$ cat config.mk
export PLATFORM = sky130hd
export DESIGN_NAME = serial_cmp_ctrl
export DESIGN_NICKNAME = d
export VERILOG_FILES = /design/src/rtl/serial_cmp_ctrl.sv
export SDC_FILE = /design/constraint.sdc
export NUM_CORES = 1
export LEC_CHECK = 0
export BUFFER_PORTS_ARGS = -buffer_cell sky130_fd_sc_hd__buf_2
export CAP_MARGIN = 20
export CORE_MARGIN = 2
export CORE_UTILIZATION = 53
export DETAILED_ROUTE_END_ITERATION = 10
export GPL_ROUTABILITY_DRIVEN = 0
export MAX_ROUTING_LAYER = met4
export PLACE_DENSITY = 0.78
export SKIP_CTS_REPAIR_TIMING = 1
export SYNTH_ARGS = -nofsm -noshare
export SYNTH_HDL_FRONTEND = slang
export SYNTH_SLANG_ARGS = --single-unit
$ cat constraint.sdc
create_clock -name clk -period 2.1 [get_ports clk]
set_clock_uncertainty 0.15 [all_clocks]
set_input_delay 0.105 -clock clk [delete_from_list [all_inputs] [get_ports clk]]
set_output_delay 0.105 -clock clk [all_outputs]
set_load 0.05 [all_outputs]
$ cat src/rtl/serial_cmp_ctrl.sv
// Bit-serial unsigned magnitude compare sequencer: scans two latched operands MSB first
// through an external 1-bit comparator cell and reports eq/gt/lt/err with a done pulse.
module serial_cmp_ctrl #(
  parameter int WIDTH = 8,
  parameter int IDXW  = 3
) (
  input  logic             clk,
  input  logic             rst,
  input  logic             start,
  input  logic [WIDTH-1:0] a,
  input  logic [WIDTH-1:0] b,
  output logic             cmp_a,
  output logic             cmp_b,
  input  logic             cmp_fa,
  input  logic             cmp_fb,
  input  logic             cmp_fc,
  input  logic             cmp_fd,
  output logic             busy,
  output logic             done,
  output logic             eq,
  output logic             gt,
  output logic             lt,
  output logic             err,
  output logic [IDXW:0]    nbits
);

  typedef enum logic [1:0] {IDLE, SCAN, DONE} state_t;

  state_t           state;
  logic [WIDTH-1:0] a_r, b_r;
  logic [IDXW-1:0]  idx;
  logic [IDXW:0]    cnt;

  logic [1:0] hot;
  logic       cell_bad;
  logic       scan_fin;

  // Cell operands come straight from the registers so the cell answers in the same cycle.
  assign cmp_a = (state == SCAN) & a_r[idx];
  assign cmp_b = (state == SCAN) & b_r[idx];

  // A healthy cell has fb == ~fa and exactly one of eq/gt/lt set.
  assign hot      = {1'b0, cmp_fa} + {1'b0, cmp_fc} + {1'b0, cmp_fd};
  assign cell_bad = (cmp_fb == cmp_fa) | (hot != 2'd1);
  assign scan_fin = cell_bad | ~cmp_fa | (idx == '0);

  always_ff @(posedge clk) begin
    if (rst) begin
      state <= IDLE;
      a_r   <= '0;
      b_r   <= '0;
      idx   <= '0;
      cnt   <= '0;
      busy  <= 1'b0;
      done  <= 1'b0;
      eq    <= 1'b0;
      gt    <= 1'b0;
      lt    <= 1'b0;
      err   <= 1'b0;
      nbits <= '0;
    end else begin
      done <= 1'b0;
      case (state)
        IDLE, DONE: begin
          if (start) begin
            a_r   <= a;
            b_r   <= b;
            idx   <= IDXW'(WIDTH - 1);
            cnt   <= '0;
            eq    <= 1'b0;
            gt    <= 1'b0;
            lt    <= 1'b0;
            err   <= 1'b0;
            busy  <= 1'b1;
            state <= SCAN;
          end else begin
            state <= IDLE;
          end
        end
        SCAN: begin
          cnt <= cnt + 1'b1;
          if (cell_bad) begin
            err <= 1'b1;
            eq  <= 1'b0;
            gt  <= 1'b0;
            lt  <= 1'b0;
          end else if (cmp_fc) begin
            gt <= 1'b1;
          end else if (cmp_fd) begin
            lt <= 1'b1;
          end else if (idx == '0) begin
            eq <= 1'b1;
          end else begin
            idx <= idx - 1'b1;
          end
          if (scan_fin) begin
            nbits <= cnt + 1'b1;
            busy  <= 1'b0;
            done  <= 1'b1;
            state <= DONE;
          end
        end
        default: state <= IDLE;
      endcase
    end
  end

endmodule

==> summary.txt <==
critical path data arrival time: 1710 ps
max-slew violations: 0
DR iter-0 viols: 70
Nets: 251
Top FF cell, synth: dfxtp_1
initial antenna violation count: 0
sequential-to-total area share from yosys stat: 44.4%
HP Class: input port to flop
max-cap viol count: 0
CP max stage cell: mux4_2
die area: 3430 um^2
Mean Syn Cell Area: 8.96 um^2
Synth Cell Area: 1580 um^2
Total Routed Length: 3.70 mm
async set or reset register ratio after synthesis: 0%
CP bufs+invs: 1
Post-Synth Simple-Gate Area: 21.4%
gr busiest metal: met2
Final ANT Viol Nets: 0
global-route wire length before repair: 5.49 mm
critical path cell sequence: mux4_2 > mux2i_1 > nor2_1 > buf_2
RSZ-0062 raised after global routing: false
largest family of logic cells by synthesized area: simple AND/OR/NAND/NOR gates
Post-synth EDFFs: 0
Detailed Place HPWL: 2.34 mm
Synthesis Warnings: 0
status: complete, but fails checks
critical path launch point type: flop
TritonCTS Buffers: 5
Top delay family on crit path: multiplexers
Antenna diodes: 0
Final Cycle Share: 93.6%
# fillers: 212
Die Span X: 58.6 um
crit-path max cell delay: 530 ps
Setup crit end kind: output pin
detailed-router iteration count before antenna repair: 4
starting density of the core: 56.7%
Min Hold Slack: -1.16 ps
synth unique cells: 34
# IOs: 35
kind of critical path: flop to output pin
met2 GRT Util: 37.9%
Total Routing Usage GR: 21.7%
clk_lat worst skew: 330 ps
compound-cell area share of the yosys netlist: 15.6%
Post-route DRC: 0
share of layout cells above drive strength 1: 24.4%
mux contribution to synthesized area: 8.25%
Clock transition at path regs: 100 ps
Post-Synth Adder-Cell Area: 3.65%
clk buf depth: 2
Slew @ Worst Pin: 740 ps
Finish-stage setup viols: 0
DR vias: 1,414
TritonCTS clock tree: yes
number of port buffers: 34
final setup TNS: 0 ps
wire length per cell: 14.4 um
H-tree levels: 2
row cnt: 19
die height: 58.6 um
Leakage Power: 0.833 nW
grt met1 use: 24.2%
largest net degree at the start of global routing: 36
worst vdd ir: 0.000626 V
Fmax achieved: 509 MHz
clock root buffer: clkbuf_4
commonest non-fill, non-tap cells in the layout: nand2_1 (35), buf_2 (34), dfxtp_1 (33)
Syn Nets: 203
synthesis-to-finish area growth: 26.0%
commonest non-fill, non-tap cell in the layout: nand2_1
final core occ: 71.5%
Synth Area in XOR/XNOR: 1.67%
GR Layer Usage met3: 4.62%
power density over the cells: 701 nW/um^2
Req. time, crit path: 1850 ps
vias in the first global route: 1,297
Vias/cell: 5.52
max_slew headroom: 50.7%
clock sinks: 35
Core Area: 2780 um^2
Final Hold Viols: 1
Critical Path Fanout Max: 6
minimum clock period: 1970 ps
failing checks: hold timing
Cells after Synth: 176
#FFs+latches synth: 35
gr ovfl total: 0
## cell usage after synthesis (2+ instances only)
cell / count / share of area [%]
a211oi_2: 2 / 1.6
clkbuf_1: 5 / 1.2
dfxtp_1: 35 / 44
buf_2: 6 / 1.9
mux2i_1: 4 / 2.5
xnor2_1: 3 / 1.7
a21oi_1: 24 / 7.6
nor2_1: 16 / 3.8
inv_1: 5 / 1.2
nor2b_1: 4 / 1.6
and2_1: 2 / 0.79
nand2_1: 35 / 8.3
mux4_2: 4 / 5.7
a211oi_1: 4 / 1.9
nand2b_1: 4 / 1.6
ha_1: 3 / 2.4
nand3_1: 3 / 0.95
## final timing paths
| check | startpoint | endpoint | slack [ps] | cells past startpoint |
|---|---|---|---|---|
| worst max-delay path | idx[1]$_SDFFE_PP0P_ | cmp_a | 130 | 4 |
| worst min-delay path | cmp_fc | idx[2]$_SDFFE_PP0P_ | -1 | 4 |
| worst max register to register | idx[0]$_SDFFE_PP0P_ | idx[1]$_SDFFE_PP0P_ | 380 | 6 |
| worst min register to register | a_r[2]$_SDFFE_PP0P_ | a_r[2]$_SDFFE_PP0P_ | 310 | 2 |
## worst register-to-register path, delay by kind of cell, from the launching register on
kind / cells / cell delay (ps)
compound gates: 2 / 410
flops: 1 / 400
simple gates: 2 / 370
fa+ha+maj: 1 / 170
buf+inv: 1 / 90
## kinds of logic (layout without fill, tap and decap cells)
group	count (synthesis)	count (layout)
and+or+nand+nor	71	71
buffers and inverters	17	66
muxes	8	8
xor gates and xnor gates	3	3
adders and majority gates	4	4
DFF	35	35
AOI/OAI and AO/OA	38	38
## power by group
part / internal, mW / switching [mW] / leakage (nW)
Combinational: 0.107 / 0.146 / 0.506
Sequential: 0.699 / 0.0274 / 0.288
Clock: 0.197 / 0.218 / 0.0386
Total: 1.00 / 0.391 / 0.833
## registers in the layout (all words and copies together), names as in the netlist
register / flops
lt: 1
busy: 1
state: 2
a_r: 8
eq: 1
done: 1
gt: 1
b_r: 8
cnt: 4
idx: 3
err: 1
nbits: 4
## cell type report
class	instances	area, um^2	share of cell area [%]
clock buffer	8	68.8	3.46
tap	31	38.8	1.95
timing repair buffer	53	358	18.0
sequential	35	706	35.5
inverter	5	18.8	0.944
multi-input combinational	124	798	40.2
## routing by layer
metal,part of all wire [%],up-vias
met3,5.4,4
met4,0.57,0
met2,53,43
met5,0,-
li1,-,696
met1,41,671
## per-stage QoR
step / cell area (um^2) / cells / setup slack [ps] / power [mW]
final: 1990 / 256 / 135 / 1.39
after global placement: 1730 / 230 / 232 / 0.951
after detailed placement: 1730 / 230 / 165 / 0.962
after global routing: 1990 / 256 / 40.6 / 1.46
after floorplan: 1580 / 176 / 374 / 0.906
after CTS: 1800 / 238 / -32.9 / 1.37
No activity file was read; power rests on OpenSTA's default activity.
